### config.mk
export PLATFORM = sky130hd
export DESIGN_NAME = ps2_rx_fifo
export DESIGN_NICKNAME = d
export VERILOG_FILES = /design/src/rtl/ps2_rx_fifo.sv
export SDC_FILE = /design/constraint.sdc
export NUM_CORES = 1
export LEC_CHECK = 0
export BUFFER_PORTS_ARGS = -buffer_cell sky130_fd_sc_hd__buf_4
export CAP_MARGIN = 20
export CELL_PAD_IN_SITES_DETAIL_PLACEMENT = 1
export CELL_PAD_IN_SITES_GLOBAL_PLACEMENT = 1
export CORE_MARGIN = 3
export CORE_UTILIZATION = 50
export CTS_CLUSTER_DIAMETER = 200
export DETAILED_ROUTE_END_ITERATION = 7
export PLACE_DENSITY_LB_ADDON = 0.1
export SKIP_LAST_GASP = 1
export SYNTH_ARGS = -nofsm -noshare
export SYNTH_HDL_FRONTEND = slang
export SYNTH_SLANG_ARGS = --single-unit
### constraint.sdc
create_clock -name clk -period 3.23 [get_ports clk]
set_input_delay 0.1615 -clock clk [delete_from_list [all_inputs] [get_ports clk]]
set_output_delay 0.1615 -clock clk [all_outputs]
set_load 0.005 [all_outputs]
### src/rtl/ps2_rx_fifo.sv
// PS/2 keyboard receiver: synchroniser, clock deglitch filter, 11-bit deframer,
// E0/F0 prefix folding and a FWFT event FIFO. Optional macro: PS2_TYPEMATIC_FILTER_EN.
module ps2_rx_fifo #(
  parameter int FILTER_LEN  = 8,
  parameter int TIMEOUT_CYC = 32000,
  parameter int DEPTH       = 8
) (
  input  logic       clk,
  input  logic       reset_n,
  input  logic       ps2_kbd_clk,
  input  logic       ps2_kbd_data,
  output logic [9:0] ev_data,
  output logic       ev_valid,
  input  logic       ev_ready,
  output logic       frame_err,
  output logic       overflow
);
  localparam int FW = $clog2(FILTER_LEN + 1);
  localparam int TW = $clog2(TIMEOUT_CYC + 1);
  localparam int AW = $clog2(DEPTH);
  localparam logic [FW-1:0] FL_LAST = FW'(FILTER_LEN - 1);
  localparam logic [TW-1:0] TO_MAX  = TW'(TIMEOUT_CYC);

  typedef enum logic [1:0] {S_IDLE, S_RECV, S_STOP} st_t;

  logic          clk_s1_q, clk_s2_q, dat_s1_q, dat_s2_q;
  logic          fclk_q;
  logic [FW-1:0] fcnt_q;
  logic          fdiff, fe;
  st_t           st_q;
  logic [3:0]    bitcnt_q;
  logic [7:0]    sr_q, code_q;
  logic          par_q, decode_q, frame_err_q;
  logic [TW-1:0] tcnt_q;
  logic          ext_q, rel_q;
  logic          is_ext, is_rel, dec_ev, push_req;
  logic [9:0]    ev;

  always_ff @(posedge clk or negedge reset_n) begin
    if (!reset_n) begin
      clk_s1_q <= 1'b1; clk_s2_q <= 1'b1;
      dat_s1_q <= 1'b1; dat_s2_q <= 1'b1;
    end else begin
      clk_s1_q <= ps2_kbd_clk;  clk_s2_q <= clk_s1_q;
      dat_s1_q <= ps2_kbd_data; dat_s2_q <= dat_s1_q;
    end
  end

  // fe fires in the cycle whose sample would be the FILTER_LEN-th consecutive low one
  assign fdiff = (clk_s2_q != fclk_q);
  assign fe    = fdiff && fclk_q && (fcnt_q == FL_LAST);

  always_ff @(posedge clk or negedge reset_n) begin
    if (!reset_n) begin
      fclk_q <= 1'b1;
      fcnt_q <= '0;
    end else if (!fdiff) begin
      fcnt_q <= '0;
    end else if (fcnt_q == FL_LAST) begin
      fclk_q <= ~fclk_q;
      fcnt_q <= '0;
    end else begin
      fcnt_q <= fcnt_q + 1'b1;
    end
  end

  always_ff @(posedge clk or negedge reset_n) begin
    if (!reset_n) begin
      st_q        <= S_IDLE;
      bitcnt_q    <= '0;
      sr_q        <= '0;
      par_q       <= 1'b0;
      code_q      <= '0;
      decode_q    <= 1'b0;
      frame_err_q <= 1'b0;
      tcnt_q      <= '0;
    end else begin
      frame_err_q <= 1'b0;
      decode_q    <= 1'b0;
      if (fe)                  tcnt_q <= '0;
      else if (tcnt_q != TO_MAX) tcnt_q <= tcnt_q + 1'b1;
      case (st_q)
        S_IDLE: if (fe) begin
          if (!dat_s2_q) begin
            st_q     <= S_RECV;
            bitcnt_q <= '0;
          end else begin
            frame_err_q <= 1'b1;
          end
        end
        S_RECV: if (fe) begin
          if (bitcnt_q == 4'd8) begin
            par_q <= dat_s2_q;
            st_q  <= S_STOP;
          end else begin
            sr_q     <= {dat_s2_q, sr_q[7:1]};
            bitcnt_q <= bitcnt_q + 1'b1;
          end
        end else if (tcnt_q == TO_MAX) begin
          frame_err_q <= 1'b1;
          st_q        <= S_IDLE;
        end
        S_STOP: if (fe) begin
          st_q <= S_IDLE;
          if (dat_s2_q && (^{sr_q, par_q})) begin
            decode_q <= 1'b1;
            code_q   <= sr_q;
          end else begin
            frame_err_q <= 1'b1;
          end
        end else if (tcnt_q == TO_MAX) begin
          frame_err_q <= 1'b1;
          st_q        <= S_IDLE;
        end
        default: st_q <= S_IDLE;
      endcase
    end
  end

  assign frame_err = frame_err_q;
  assign is_ext    = (code_q == 8'hE0);
  assign is_rel    = (code_q == 8'hF0);
  assign dec_ev    = decode_q && !is_ext && !is_rel;
  assign ev        = {ext_q, rel_q, code_q};

  always_ff @(posedge clk or negedge reset_n) begin
    if (!reset_n) begin
      ext_q <= 1'b0;
      rel_q <= 1'b0;
    end else if (frame_err_q) begin
      ext_q <= 1'b0;
      rel_q <= 1'b0;
    end else if (decode_q) begin
      if (is_ext)      ext_q <= 1'b1;
      else if (is_rel) rel_q <= 1'b1;
      else begin
        ext_q <= 1'b0;
        rel_q <= 1'b0;
      end
    end
  end

`ifdef PS2_TYPEMATIC_FILTER_EN
  logic [8:0] last_q;
  logic       last_vld_q;
  logic       hit;

  // Auto-repeat makes of the held key are swallowed; releases always pass
  assign hit      = last_vld_q && (last_q == {ext_q, code_q});
  assign push_req = dec_ev && !(!rel_q && hit);

  always_ff @(posedge clk or negedge reset_n) begin
    if (!reset_n) begin
      last_q     <= '0;
      last_vld_q <= 1'b0;
    end else if (dec_ev) begin
      if (rel_q) begin
        if (hit) last_vld_q <= 1'b0;
      end else if (!hit) begin
        last_q     <= {ext_q, code_q};
        last_vld_q <= 1'b1;
      end
    end
  end
`else
  assign push_req = dec_ev;
`endif

  logic [DEPTH-1:0][9:0] mem_q;
  logic [AW:0]           wptr_q, rptr_q;
  logic                  empty, full, pop, do_push, overflow_q;

  assign empty   = (wptr_q == rptr_q);
  assign full    = (wptr_q[AW] != rptr_q[AW]) && (wptr_q[AW-1:0] == rptr_q[AW-1:0]);
  assign pop     = !empty && ev_ready;
  assign do_push = push_req && (!full || pop);

  always_ff @(posedge clk or negedge reset_n) begin
    if (!reset_n) begin
      mem_q      <= '0;
      wptr_q     <= '0;
      rptr_q     <= '0;
      overflow_q <= 1'b0;
    end else begin
      overflow_q <= push_req && full && !pop;
      if (do_push) begin
        mem_q[wptr_q[AW-1:0]] <= ev;
        wptr_q                <= wptr_q + 1'b1;
      end
      if (pop) rptr_q <= rptr_q + 1'b1;
    end
  end

  assign ev_valid = !empty;
  assign ev_data  = mem_q[rptr_q[AW-1:0]];
  assign overflow = overflow_q;
endmodule

======== Yosys cells after proc, flatten, opt, wreduce, memory -nomap -nowiden ========
Index checks and enable logic that the tools add are counted.
storage, ports and cells
  flip-flop bits (word level) ............. 140
  bits of input ports ..................... 5
cells by class
  add/subtract/negate cells ............... 5
  magnitude comparators ................... 3
  equal/unequal tests ..................... 19
  multiplexer cells ....................... 39
  bitwise gates (word level) .............. 2
  reductions and logical operators ........ 30
operators by type and width
  cell                   number
  $bwmux 80              1
  $bmux 10 s3            1
  $demux 10 s3           1
  $mux 15                2
  $mux 4                 6
  $mux 10                2
  $mux 1                 17
  $add 4x1->4 const B    4
  $eq 8x8->1 const B     2
  $add 15x1->15 const B  1
  $eq 15x15->1 const B   1
  $ne 15x15->1 const B   1
  $mux 2                 6
  $reduce_and 3->1       4
  $logic_and 1x1->1      11
  $ne 2x2->1 const B     5
  $reduce_xor 9->1       1
  $lt 3x4->1 const B     2
  $pmux 4 s2             1
  $ne 3x3->1 const B     2
  $pmux 2 s3             1
  $reduce_and 2->1       3
  $reduce_bool 2->1      3
  $logic_not 1->1        5
  other kinds (13)       15

======== Longest topological paths before layout ========
  depth after elaboration ................. 6
  depth in mapped cells ................... 7

======== Least setup slack after synthesis ========
OpenSTA, ideal clock, no wires.
  path type ............................... register -> register
  from .................................... register code_q[1]
  to ...................................... register mem_q[71] (netlist name)
  arrival time ............................ 2153 ps
  data required time ...................... 3102 ps
  setup slack ............................. 949 ps
  stages on the path, launching flop included .. 7
  buffers on the path ..................... 2
  cell sequence ........................... dfrtp_1 > or3b_2 > o41ai_4 > buf_6 > a2111o_1 > buf_4 > mux2_1
between the ends
  word-level cells in the longest chain between the ends .. 5
  elaborated cells on any way between the ends .. 8
ends and longest elaborated chain
  element                          RTL line  source
  start: declaration               32        logic [7:0] sr_q, code_q;
  start signal: assignment         107       code_q <= sr_q;
  $eq 8x8->1                       121       assign is_ext = (code_q == 8'hE0);
  $logic_not 1->1                  123       assign dec_ev = decode_q && !is_ext && !is_rel;
  $logic_and 1x1->1 (2 in series)  123
  $logic_and 1x1->1                176       assign do_push = push_req && (!full || pop);
  end signal: indexed assignment   187       mem_q[wptr_q[AW-1:0]] <= ev;
  end: declaration                 169       logic [DEPTH-1:0][9:0] mem_q;
Several ways; a longest one is shown, not always the timed one.
A chain may end at the register's enable or synchronous reset.

======== Worst setup path after layout ========
  from .................................... register code_q[5]
  to ...................................... register mem_q[70] (netlist name)
between the ends
  word-level cells in the longest chain between the ends .. 5
  elaborated cells on any way between the ends .. 7
ends and longest elaborated chain
  element              RTL line
  $eq 8x8->1           121
  $logic_not 1->1      123
  $logic_and 1x1->1    123
  $logic_and 1x1->1 *  123
  $logic_and 1x1->1 *  176
Mark *: on every way between the ends. The rest lies on a longest branch, timed or not.

==> impl_metrics.py <==
metrics = {
    "synth": {
        "synthCells": 470,
        "synth_edf_count": 0,
        "syn_nets": 483,
        "synth_top_area_share_pct": 50.4,
        "synth_area_um2": 6710,
        "synth_common_cells": "135 x dfrtp_1, 86 x mux2_2, 27 x nor2_1",
        "synth-main-ff-cell": "dfrtp_1",
        "synth_area_leaders": "dfrtp_1 50%, mux2_2 14%, mux4_2 6.7%",
        "synth-seq-cells": 140,
        "async_reset_ff_share_pct": 100,
        "synth_most_common_cell": "dfrtp_1",
        "synthDistinctLibCells": 53,
        "ys_warn_count": 0,
        "syn_area_per_cell_um2": 14.3,
        "synth_top_area_cell": "dfrtp_1",
        "ys_seq_area_share_pct": 52.3,
    },
    "clocking": {
        "postCtsSetupBuffers": 0,
        "cts_max_level": 4,
        "insertion_delay_ns": 0.42,
        "cts_buffers": 17,
        "cts.clk_slew.worst_paths_ns": 0.06,
        "cts_buffer_depth": 2,
        "cts_sinks": 140,
        "cts_tree": "yes",
        "cts-root-buf": "clkbuf_16",
    },
    "sta": {
        "hold_viol_final": 0,
        "worst_slew_margin_rel_pct": 37.7,
        "skew_ns": 0.00539,
        "layout_min_cycle_time_ns": 2.69,
        "slew_violations": 0,
        "tns_ns": 0,
        "grt_setup_unrepaired": "false",
        "timing.final.ws_setup_ns": 0.535,
        "final-setup-viol-count": 0,
        "fmax_mhz": 371,
        "tightest_slew_ns": 0.922,
        "fin_crit_sh_pct": 83.4,
    },
    "global_routing": {
        "antenna_found_initial": 0,
        "grt_first_pass_wirelength_um": 23700,
        "track_usage_pct": 21.2,
        "grt_max_degree": 85,
        "grt_pass1_vias": 4353,
        "overflow": 0,
    },
    "power_and_ir_drop": {
        "pwr-share-seq_pct": 39.3,
        "intPower_w": 0.00366,
        "clock_power_share_pct": 47.2,
        "comb_power_share_pct": 13.5,
        "p_leak_nw": 3.64,
        "ir_drop_mv": 0.404,
        "p_per_area_nw_per_um2": 630,
        "switching_share_pct": 25.1,
        "p_switching_w": 0.00123,
    },
    "placement": {
        "gp_congestion": 0.735,
        "hpwl_um": 8810,
        "io_buffer_count": 17,
        "dpl_cell_area_um2": 7040,
        "pre_cts_ws_ns": 0.537,
    },
    "finish": {
        "diodes": 0,
        "fin_util_pct": 60.3,
        "fin_area_um2": 7760,
        "layout-drive-gt1-share_pct": 38.5,
        "area_growth_pct": 15.8,
        "final_nets": 512,
    },
    "detailed_routing": {
        "drcViolationCount": 0,
        "top_layer": "met4",
        "wl_met1_um": 6290,
        "avgRoutedWirePerCell_um": 21.0,
        "routed_wl_um": 14400,
        "vias": 3856,
        "vias_per_cell": 5.64,
        "wl_met2_um": 7610,
        "final_antenna_net_count": 0,
        "firstDrtPassIters": 4,
        "drt_iter0_drc": 197,
        "routed-wl-met3_um": 302,
    },
    "die": {
        "core-area_um2": 12900,
        "num_rows": 41,
        "initial_utilization_pct": 52.1,
        "die_y_um": 122,
        "die_area_um2": 14800,
        "io_pins": 18,
        "fp.dieW_um": 122,
    },
    "worst_setup_path": {
        "crit_fanout": 12,
        "criticalPathCategory": "reg -> reg",
        "start_kind": "flop",
        "worstPathRequired_ns": 3.53,
        "critical_path_arrival_ns": 3.00,
        "end_kind": "flop",
    },
    "hold_path": {
        "hold_class": "in -> reg",
    },
    "run": {
        "drv_cap": 0,
    },
    "run_status": {
        "run_status": "completed",
    },
}
## cell type report
| class | instances | area [µm²] |
|---|---|---|
| clock inverters | 12 | 240 |
| fillers | 1229 | 5110 |
| inverters | 11 | 41.3 |
| repair buffers | 34 | 279 |
| clock buffers | 20 | 457 |
| multi-input cells | 295 | 3020 |
| well taps | 172 | 215 |
| flip-flops and latches | 140 | 3510 |
## kinds of logic (layout without fill, tap and decap cells)
| kind of cell | after synthesis | after routing | share of synthesized area, % |
|---|---|---|---|
| compound gates | 28 | 28 | 5.24 |
| xor+xnor | 31 | 31 | 4.68 |
| fa+ha+maj | 8 | 8 | 1.49 |
| buf+inv | 35 | 77 | 2.61 |
| flops | 140 | 140 | 52.3 |
| mux | 132 | 132 | 26.0 |
| simple gates | 96 | 96 | 7.58 |
## power groups by stage
stage	clock (W)	sequential [W]	combinational, W
detailed placement	0	0.00195	0.000661
global placement	0	0.00194	0.000653
CTS	0.00234	0.00192	0.000675
floorplan	0	0.00193	0.000500
global route	0.00242	0.00193	0.000727
finish	0.00231	0.00192	0.000660
## worst max-delay path, stage by stage, from the launching register on
cell and delay [ns]:
dfrtp_1 0.54, or3b_2 0.52, o41ai_4 0.22, buf_4 0.31, a2111o_1 0.57, mux2_2 0.41
## path summary, 6_finish.rpt
path	start	endpoint	slack, ns	cells past startpoint
max reg2reg	code_q[5]	mem_q[70]	0.54	5
min	ev_ready	rptr_q[0]	0.16	3
min in group asynchronous	reset_n	rptr_q[0]	0.36	2
max	code_q[5]	mem_q[70]	0.54	5
max in group asynchronous	reset_n	dat_s2_q	1.99	3
min reg2reg	clk_s1_q	clk_s2_q	0.36	0
## cell usage in the layout (no fill, tap or decap), types with 4 or more instances in the layout
cell type / count
mux2_2: 86
dfrtp_1: 135
buf_4: 29
a21oi_1: 7
o21ai_0: 4
nor3_1: 6
nand2_1: 15
xor2_1: 20
bufinv_16: 7
mux2_1: 14
a2111oi_4: 7
dfstp_2: 5
nand4_1: 8
mux2_4: 10
xnor2_1: 7
nor2_1: 27
mux4_2: 20
inv_1: 11
ha_1: 8
nand3_1: 10
nor2b_1: 4
clkbuf_16: 17
## layer usage
metal  vias to the layer above  GRT usage (%)
li1                       1762              -
met1                      2051           26.2
met2                        34           37.3
met3                         9           4.92
met4                         0           6.23
met5                         -              0
## metrics by stage
stage	hold slack (ns)	total power, W	cells
2_1_floorplan	-0.134	0.00243	470
3_3_place_gp	0.270	0.00260	649
3_5_place_dp	0.271	0.00261	649
4_1_cts	0.136	0.00494	684
5_1_grt	0.175	0.00509	684
6_report	0.160	0.00489	684
## sequential cells by signal (all words and copies together) (netlist names), 2 cells and up
name      flops
code_q        8
wptr_q        4
rptr_q        4
st_q          2
tcnt_q       15
mem_q        80
bitcnt_q      4
fcnt_q        4
sr_q          8
## repair_timing
item | in CTS | in global routing
hold buffers | 3 | 0
endpoints found under the hold margin | 85 | 0
gates resized for setup | 0 | 0
Note: power is estimated with default switching activity, not from simulation.
